[src/rtl/msp430_pkg.sv]
// Shared definitions for the MSP430 register file slice.
// Contents: register indices (PC, SP, SR, CG), As addressing-mode encodings,
// SR status-bit positions and the constant-generator result record.
package msp430_pkg;

  // Register indices
  localparam logic [3:0] REG_PC = 4'd0;
  localparam logic [3:0] REG_SP = 4'd1;
  localparam logic [3:0] REG_SR = 4'd2;
  localparam logic [3:0] REG_CG = 4'd3;

  // As addressing-mode encodings
  localparam logic [1:0] AS_REG = 2'b00;
  localparam logic [1:0] AS_IDX = 2'b01;
  localparam logic [1:0] AS_IND = 2'b10;
  localparam logic [1:0] AS_INC = 2'b11;

  // SR status-bit positions
  localparam logic [3:0] SR_C = 4'd0;
  localparam logic [3:0] SR_Z = 4'd1;
  localparam logic [3:0] SR_N = 4'd2;
  localparam logic [3:0] SR_V = 4'd8;

  // Constant-generator decode result
  typedef struct packed {
    logic        is_const;
    logic        absolute;
    logic [15:0] value;
  } cg_t;

endpackage

[src/rtl/regfile_unit_if.sv]
// Sequencer <-> register-file control/operand bundle.
// master: instruction sequencer (drives control lines, reads results).
// slave : register file (reads control lines, drives operand/addr/status).
//   bytemode, As, regno, reg_store, reg_inc, wr_data, flags_we, flags_in : control
//   operand, addr, use_mem, is_const, pc, sr                              : results
interface regfile_unit_if;
  logic        bytemode;
  logic [1:0]  As;
  logic [3:0]  regno;
  logic        reg_store;
  logic        reg_inc;
  logic [15:0] wr_data;
  logic        flags_we;
  logic [3:0]  flags_in;
  logic [15:0] operand;
  logic [15:0] addr;
  logic        use_mem;
  logic        is_const;
  logic [15:0] pc;
  logic [15:0] sr;

  modport master (
    output bytemode, As, regno, reg_store, reg_inc, wr_data, flags_we, flags_in,
    input  operand, addr, use_mem, is_const, pc, sr
  );

  modport slave (
    input  bytemode, As, regno, reg_store, reg_inc, wr_data, flags_we, flags_in,
    output operand, addr, use_mem, is_const, pc, sr
  );
endinterface

[src/rtl/regfile_unit_const_gen.sv]
// const_gen: combinational MSP430 constant-generator decode.
// Ports:
//   regno    in  4  selected register
//   as_mode  in  2  addressing mode
//   bytemode in  1  byte operation (masks the all-ones constant)
//   cg       out    {is_const, absolute, value}
// R2 As=01 is absolute mode (address 0 from memory), not a constant.
module const_gen
  import msp430_pkg::*;
(
  input  logic [3:0] regno,
  input  logic [1:0] as_mode,
  input  logic       bytemode,
  output cg_t        cg
);

  always_comb begin
    cg = '0;
    if (regno == REG_SR) begin
      case (as_mode)
        AS_IDX: cg.absolute = 1'b1;
        AS_IND: begin
          cg.is_const = 1'b1;
          cg.value    = 16'd4;
        end
        AS_INC: begin
          cg.is_const = 1'b1;
          cg.value    = 16'd8;
        end
        default: ;
      endcase
    end else if (regno == REG_CG) begin
      cg.is_const = 1'b1;
      case (as_mode)
        AS_REG:  cg.value = 16'h0000;
        AS_IDX:  cg.value = 16'h0001;
        AS_IND:  cg.value = 16'h0002;
        default: cg.value = bytemode ? 16'h00FF : 16'hFFFF;
      endcase
    end
  end

endmodule

[src/rtl/regfile_unit.sv]
// regfile_unit: MSP430 register file R0-R15 with operand/address responder.
// Ports:
//   clk  in  system clock, state updates on rising edge
//   srst in  asynchronous active-high reset
//   bus  slave modport of regfile_unit_if (control in, operand/addr/status out)
// Parameters: RESET_PC, RESET_SP - R0/R1 reset values.
// Build option: define REGFILE_CG_EN to enable the constant generator, R2
// absolute mode and discarding of R3 writes. Without it R2/R3 are ordinary.
module regfile_unit
  import msp430_pkg::*;
#(
  parameter logic [15:0] RESET_PC = 16'h0000,
  parameter logic [15:0] RESET_SP = 16'h0000
) (
  input logic           clk,
  input logic           srst,
  regfile_unit_if.slave bus
);

`ifdef REGFILE_CG_EN
  localparam bit CgEn = 1'b1;
`else
  localparam bit CgEn = 1'b0;
`endif

  logic [15:0] regs_q [16];
  logic [15:0] regs_d [16];

  cg_t         cg_raw;
  logic        cg_const;
  logic        cg_abs;
  logic [15:0] sel_q;
  logic [15:0] wr_val;
  logic [15:0] inc_val;
  logic        inc_two;
  logic        store_en;

  const_gen u_const_gen (
    .regno    (bus.regno),
    .as_mode  (bus.As),
    .bytemode (bus.bytemode),
    .cg       (cg_raw)
  );

  assign cg_const = CgEn & cg_raw.is_const;
  assign cg_abs   = CgEn & cg_raw.absolute;
  assign sel_q    = regs_q[bus.regno];

  // Read path
  always_comb begin
    bus.is_const = cg_const;
    bus.use_mem  = ~cg_const & (bus.As != AS_REG);
    bus.addr     = cg_abs ? 16'h0000 : sel_q;
    if (cg_const) begin
      bus.operand = cg_raw.value;
    end else if (bus.bytemode) begin
      bus.operand = {8'h00, sel_q[7:0]};
    end else begin
      bus.operand = sel_q;
    end
    bus.pc = regs_q[REG_PC];
    bus.sr = regs_q[REG_SR];
  end

  // Next state: increment, then flags, then store, so later stages win.
  always_comb begin
    regs_d  = regs_q;
    // PC/SP stay word aligned even for byte accesses.
    inc_two = (bus.regno == REG_PC) || (bus.regno == REG_SP) || !bus.bytemode;
    inc_val = sel_q + (inc_two ? 16'd2 : 16'd1);
    wr_val  = bus.bytemode ? {8'h00, bus.wr_data[7:0]} : bus.wr_data;
    if ((bus.regno == REG_PC) || (bus.regno == REG_SP)) begin
      wr_val[0] = 1'b0;
    end
    store_en = bus.reg_store && !(CgEn && (bus.regno == REG_CG));

    if (bus.reg_inc && !cg_const) begin
      regs_d[bus.regno] = inc_val;
    end
    if (bus.flags_we) begin
      regs_d[REG_SR][SR_C] = bus.flags_in[0];
      regs_d[REG_SR][SR_Z] = bus.flags_in[1];
      regs_d[REG_SR][SR_N] = bus.flags_in[2];
      regs_d[REG_SR][SR_V] = bus.flags_in[3];
    end
    if (store_en) begin
      regs_d[bus.regno] = wr_val;
    end
  end

  always_ff @(posedge clk or posedge srst) begin
    if (srst) begin
      for (int i = 0; i < 16; i++) begin
        regs_q[i] <= (i == 0) ? RESET_PC : ((i == 1) ? RESET_SP : 16'h0000);
      end
    end else begin
      for (int i = 0; i < 16; i++) begin
        regs_q[i] <= regs_d[i];
      end
    end
  end

endmodule

[src/flat_wrapper.sv]
// flat-port wrapper written by rule: the top's interface ports become plain ports
module regfile_unit_flat import msp430_pkg::*;
#(
  parameter logic [15:0] RESET_PC = 16'h0000,
  parameter logic [15:0] RESET_SP = 16'h0000
)
  (clk, srst, bus_bytemode, bus_As, bus_regno, bus_reg_store, bus_reg_inc, bus_wr_data, bus_flags_we, bus_flags_in, bus_operand, bus_addr, bus_use_mem, bus_is_const, bus_pc, bus_sr);
  regfile_unit_if bus_i ();
  input logic clk;
  input logic srst;
  input wire logic [$bits(bus_i.bytemode)-1:0] bus_bytemode;
  input wire logic [$bits(bus_i.As)-1:0] bus_As;
  input wire logic [$bits(bus_i.regno)-1:0] bus_regno;
  input wire logic [$bits(bus_i.reg_store)-1:0] bus_reg_store;
  input wire logic [$bits(bus_i.reg_inc)-1:0] bus_reg_inc;
  input wire logic [$bits(bus_i.wr_data)-1:0] bus_wr_data;
  input wire logic [$bits(bus_i.flags_we)-1:0] bus_flags_we;
  input wire logic [$bits(bus_i.flags_in)-1:0] bus_flags_in;
  output wire logic [$bits(bus_i.operand)-1:0] bus_operand;
  output wire logic [$bits(bus_i.addr)-1:0] bus_addr;
  output wire logic [$bits(bus_i.use_mem)-1:0] bus_use_mem;
  output wire logic [$bits(bus_i.is_const)-1:0] bus_is_const;
  output wire logic [$bits(bus_i.pc)-1:0] bus_pc;
  output wire logic [$bits(bus_i.sr)-1:0] bus_sr;
  assign bus_i.bytemode = bus_bytemode;
  assign bus_i.As = bus_As;
  assign bus_i.regno = bus_regno;
  assign bus_i.reg_store = bus_reg_store;
  assign bus_i.reg_inc = bus_reg_inc;
  assign bus_i.wr_data = bus_wr_data;
  assign bus_i.flags_we = bus_flags_we;
  assign bus_i.flags_in = bus_flags_in;
  assign bus_operand = bus_i.operand;
  assign bus_addr = bus_i.addr;
  assign bus_use_mem = bus_i.use_mem;
  assign bus_is_const = bus_i.is_const;
  assign bus_pc = bus_i.pc;
  assign bus_sr = bus_i.sr;
  regfile_unit #(.RESET_PC(RESET_PC), .RESET_SP(RESET_SP)) u_core (.clk(clk), .srst(srst), .bus(bus_i));
endmodule
[config.mk]
export PLATFORM = sky130hd
export DESIGN_NAME = regfile_unit_flat
export DESIGN_NICKNAME = d
export VERILOG_FILES = /design/src/rtl/msp430_pkg.sv /design/src/rtl/regfile_unit_if.sv /design/src/rtl/regfile_unit_const_gen.sv /design/src/rtl/regfile_unit.sv /design/src/flat_wrapper.sv
export SDC_FILE = /design/constraint.sdc
export NUM_CORES = 1
export LEC_CHECK = 0
export CAP_MARGIN = 40
export CORE_MARGIN = 5
export CORE_UTILIZATION = 42
export CTS_BUF_LIST = sky130_fd_sc_hd__clkbuf_16
export DETAILED_ROUTE_END_ITERATION = 8
export GPL_TIMING_DRIVEN = 0
export PLACE_DENSITY_LB_ADDON = 0.12
export SYNTH_ARGS = -nofsm -noshare
export SYNTH_HDL_FRONTEND = slang
export SYNTH_SLANG_ARGS = --single-unit
[constraint.sdc]
create_clock -name clk -period 12 [get_ports clk]
set_input_delay 1.8 -clock clk [delete_from_list [all_inputs] [get_ports clk]]
set_output_delay 1.8 -clock clk [all_outputs]
set_load 0.005 [all_outputs]
==> reports/results.tsv, run 1 <==
metric	value	unit
outcome	finished clean	
dp_cells	1741	
core	0.03156	mm2
clock_path_buffers	3	
worst_clock_skew	0.01723	ns
clkLatencyLatePin	0.56	ns
max-vdd-ir-drop	0.0001172	V
cts_tree	done	
die_h	188.9	um
worstSetupEndpointType	output port	
placementRows	65	
syn-num-nets	1278	
drive_gt1_frac	0.1474	
drv_slew	0	
min_period_over_period	0.6650	
hp-start	u_core.regs_q[104]$_DFF_PP0_	
r2r_start	u_core.bus.pc[0]$_DFF_PP0_	
mostFrequentLayoutCell	dfrtp_1	
crit_fanout	10	
syn_area_per_cell	10.81	um2
drc	0	
fin_crit	7.980	ns
ys_ff_latch	256	
ys_seq_area_frac	0.4767	
yosys_warnings	0	
initial_core_util	0.4259	
wire_per_inst	27.78	um
holdWs	0.4848	ns
final_util	0.4998	
syn_area	0.01344	mm2
htree_levels	1	
grt_pass1_wl	74500	um
worstSetupPathType	in2out	
crit_start	bus_regno[1]	
rsz0062_at_grt	no	
antenna_found_initial	0	
grt_pass1_vias	11274	
setup-tns-final	0	ns
grt_max_degree	91	
hpwl	36610	um
pre_cts_slack	4.145	ns
diodes	0	
relSlewSlack	0.3945	
postCtsHoldBufs	0	
cts.repair.resized	0	
final_antenna_net_count	0	
layout_common_cells	dfrtp_1 (256), nand2_1 (197), nor2_1 (145), a21oi_1 (119), o221ai_1 (113)	
cap_violations	0	
r2r_slack	8.18	ns
die_area	0.03568	mm2
worst_slack	4.020	ns
die_w	188.9	um
synth_cells	1243	
critPathRequiredTime	10.20	ns
path_clk_slew	0.06	ns
dr.pass1.iters	6	
layoutNonFillerInstCount	1793	
p_leak	0.006480	uW
worst_pin_slew	0.9082	ns
cts.sinks	256	
fmaxAchievable	125.3	MHz
gp_congestion	0.9652	
crit_arrival	6.18	ns
rr_endpoint	u_core.regs_q[86]$_DFF_PP0_	
ys_types	56	
via_per_inst	6.485	
hold_viol_final	0	
grtUsageTotal	0.2732	
power_density	174.2	mW/mm2
dr.first_iter.drc_count	1370	
num_vias	11628	
r2r_cells	8	
final_nets	1405	
setup_viol	0	
ios	98	
cts_root_buffer	clkbuf_16	
grt-ovfl-total	0	
cts_buffers	29	
port_buffers	92	
synthToLayoutAreaGrowth	17.35	%
postCtsSetupRepairBufs	0	
hold_path_end	u_core.regs_q[104]$_DFF_PP0_	
cp-start-kind	input pin	
hold_path_depth	2	
routed_wl	49820	um
hold_class	reg2reg	
==> per-layer routing <==
layer	global-route usage	vias to the layer above	routed length [um]
met3	0.06195	87	5067
met1	0.4083	5911	21310
li1	-	4928	-
met2	0.4089	702	22110
met5	0	-	0
met4	0.06362	0	1330
==> critical path, cell delays in order <==
cell	delay [ns]
clkdlybuf4s50_1	0.66
buf_4	0.32
buf_2	0.39
clkbuf_1	0.60
clkbuf_1	0.75
mux4_2	0.48
mux4_2	0.57
buf_4	0.16
clkdlybuf4s50_1	0.43
==> through the flow <==
step	total power, uW	instance area, um2
floorplan	1629	13440
finish	2748	15770
detailed placement	1936	14940
global placement	1916	14860
global route	2867	15770
CTS	2741	15770
==> logic make-up (layout without fill, tap and decap cells) <==
kind of cell	count (synthesis)	in the layout	share of synthesized area
AOI/OAI and AO/OA	357	357	0.1946
xor gates and xnor gates	14	14	0.01359
adders and majority gates	3	3	0.003351
buffers and inverters	129	277	0.05810
DFF	256	256	0.4767
muxes	75	75	0.1213
other	1	1	0.0002790
and+or+nand+nor	408	408	0.1321
==> sequential cells by signal, summed over array words and instances (netlist names) <==
| signal | count |
|---|---|
| u_core.bus.pc | 16 |
| u_core.regs_q | 224 |
| u_core.bus.sr | 16 |
==> report_power, final <==
group	leakage (uW)	internal, uW	switching, uW
clock	0.000442	436	368
combinational	0.00292	375	393
sequential	0.00312	1050	125
total	0.00648	1860	887
==> cells in the mapped netlist, drive strengths merged <==
cell,number,area [um2]
xor2,6,60.06
ha,2,25.02
xnor2,8,122.6
clkbuf,46,172.7
nor3b,1,12.51
o22ai,34,219.0
a221oi,2,30.03
nor3,2,26.28
mux2i,11,110.1
and2,5,36.29
a22oi,24,180.2
mux4,64,1520
fa,1,20.02
inv,5,18.77
nor2b,28,175.2
nor4,2,33.78
o31ai,1,7.510
a221o,32,329.1
nand2,200,758.2
a22o,3,27.53
o221ai,115,1020
dfrtp,256,6406
a31oi,1,6.260
or2,4,25.02
buf,78,589.3
conb,1,3.750
a32o,2,20.02
nand3,10,60.06
a21oi,120,611.8
nand4,4,55.05
nand2b,5,31.28
o21ai,10,50.04
nor2,147,561.8
o22a,13,113.9
==> worst max path at each step <==
stage / to / slack, ns / depth (start not counted)
after floorplan: u_core.bus.pc[0]$_DFF_PP0_ / 3.16 / 1
after global placement: u_core.regs_q[33]$_DFF_PP0_ / -0.55 / 2
after detailed placement: bus_operand[1] / 4.15 / 9
after CTS: bus_operand[1] / 4.14 / 9
after global routing: bus_operand[1] / 4.04 / 9
final: bus_operand[1] / 4.02 / 9
==> layout make-up <==
class,count,area (um2)
Tap cell,402,503.0
Multi-Input combinational cell,858,6252
Buffer,124,762.0
Sequential cell,256,6406
Clock inverter,23,105.1
Fill cell,2864,15780
Clock buffer,29,725.7
Inverter,5,26.28
Timing Repair Buffer,96,991.0
(Power assumes the default switching activity.)
==> run 2: changes to the inputs <==
Clock period 12 ns to 7.25 ns, I/O delays scaled along.
==> reports/results.tsv, run 2 (synthesis gave the netlist of run 1 again) <==
metric	value	unit
clkLatencyLatePin	0.55	ns
worst_slack	0.5113	ns
wire_per_inst	27.95	um
hp-start	u_core.regs_q[58]$_DFF_PP0_	
relSlewSlack	0.3577	
drive_gt1_frac	0.1479	
pre_cts_slack	0.2809	ns
dr.pass1.iters	6	
largest_register_ffs	224	
layout_common_cells	dfrtp_1 (256), nand2_1 (197), nor2_1 (145), a21oi_1 (119), o221ai_1 (113)	
dr.first_iter.drc_count	1523	
worst_pin_slew	0.9598	ns
hold_viol_final	0	
clock_path_buffers	3	
mostFrequentLayoutCell	dfrtp_1	
hold_class	reg2reg	
port_buffers	92	
cts.sinks	256	
die_h	188.9	um
p_leak	0.006529	uW
synthToLayoutAreaGrowth	18.37	%
grt_pass1_vias	11427	
cts_root_buffer	clkbuf_16	
crit_fanout	10	
multiInputGateArea	0.006252	mm2
worstSetupPathType	in2reg	
setup-tns-final	0	ns
htree_levels	1	
drv_slew	0	
routed_wl	50200	um
path_clk_slew	0.06	ns
hpwl	36900	um
die_w	188.9	um
placementRows	65	
seq_area	0.006406	mm2
fmaxAchievable	148.4	MHz
postCtsSetupRepairBufs	0	
postCtsHoldBufs	0	
initial_core_util	0.4259	
grtUsageTotal	0.2755	
cts_buffers	29	
outcome	finished clean	
crit_arrival	7.16	ns
grt_pass1_wl	74960	um
critPathRequiredTime	7.67	ns
core	0.03156	mm2
grt_max_degree	38	
fin_crit	6.739	ns
power_density	292.0	mW/mm2
final_nets	1410	
cap_violations	0	
die_area	0.03568	mm2
via_per_inst	6.468	
ios	98	
drc	0	
largest-register	u_core.regs_q	
gp_congestion	0.9703	
cts_tree	done	
cp-start-kind	input pin	
cts.repair.resized	0	
rsz0062_at_grt	no	
worst_clock_skew	0.01087	ns
grt-ovfl-total	0	
crit_start	bus_regno[1]	
setup_viol	0	
antenna_found_initial	1	
fill_cells	2873	
max-vdd-ir-drop	0.0002130	V
num_vias	11617	
final_antenna_net_count	0	
r2r_start	u_core.regs_q[1]$_DFF_PP0_	
min_period_over_period	0.9295	
worstSetupEndpointType	register	
[run 2: area by class of cell]
type	instances	share of cell area
Antenna cell	1	0.0001573
Buffer	124	0.04790
Clock buffer	29	0.04562
Clock inverter	20	0.009910
Inverter	5	0.001416
Multi-Input combinational cell	858	0.3930
Sequential cell	256	0.4027
Tap cell	402	0.03162
Timing Repair Buffer	101	0.06764
[run 2: where the power goes]
group          switching, uW  internal (uW)  total (uW)
logic                    657            626        1280
clock network            598            820        1420
registers                206           1740        1940
[run 2: stage by stage]
| stage | instances | instance area [um2] | hold slack [ns] | utilization | total power [uW] |
|---|---|---|---|---|---|
| 2_1_floorplan | 1243 | 13440 | 0.4475 | - | 2697 |
| 3_3_place_gp | 1737 | 14870 | 0.4602 | 0.4711 | 3175 |
| 3_5_place_dp | 1746 | 15020 | 0.4722 | 0.4761 | 3210 |
| 4_1_cts | 1795 | 15910 | 0.4855 | 0.5040 | 4625 |
| 5_1_grt | 1796 | 15910 | 0.5003 | 0.5041 | 4830 |
| 6_report | 1796 | 15910 | 0.4845 | 0.5041 | 4645 |
[run 2: routing by layer]
| metal | GRT usage | vias up | wire length, um |
|---|---|---|---|
| met2 | 0.4065 | 694 | 22000 |
| met4 | 0.08240 | 0 | 1805 |
| li1 | - | 4923 | - |
| met5 | 0 | - | 0 |
| met3 | 0.06729 | 120 | 5201 |
| met1 | 0.4060 | 5880 | 21200 |
[run 2: worst max-delay path: stages]
cell and delay, ns:
clkdlybuf4s50_1 0.68, buf_4 0.33, buf_2 0.37, clkbuf_1 0.58, clkbuf_1 0.77, mux4_2 0.48
mux4_2 0.57, ha_1 0.31, a21oi_1 0.10, a21oi_4 0.28, nand4_1 0.24, xor2_1 0.80
buf_2 0.41, a21oi_1 0.13
[run 2: final timing paths]
check                                               endpoint  slack (ns)  depth (start not counted)
worst max register to register  u_core.regs_q[103]$_DFF_PP0_        3.37                          9
worst max-delay path            u_core.regs_q[103]$_DFF_PP0_        0.51                         14
max in group asynchronous        u_core.regs_q[49]$_DFF_PP0_        5.10                          5
worst min-delay path             u_core.regs_q[58]$_DFF_PP0_        0.48                          2
worst min register to register   u_core.regs_q[58]$_DFF_PP0_        0.48                          2
min in group asynchronous       u_core.regs_q[156]$_DFF_PP0_        1.04                          2
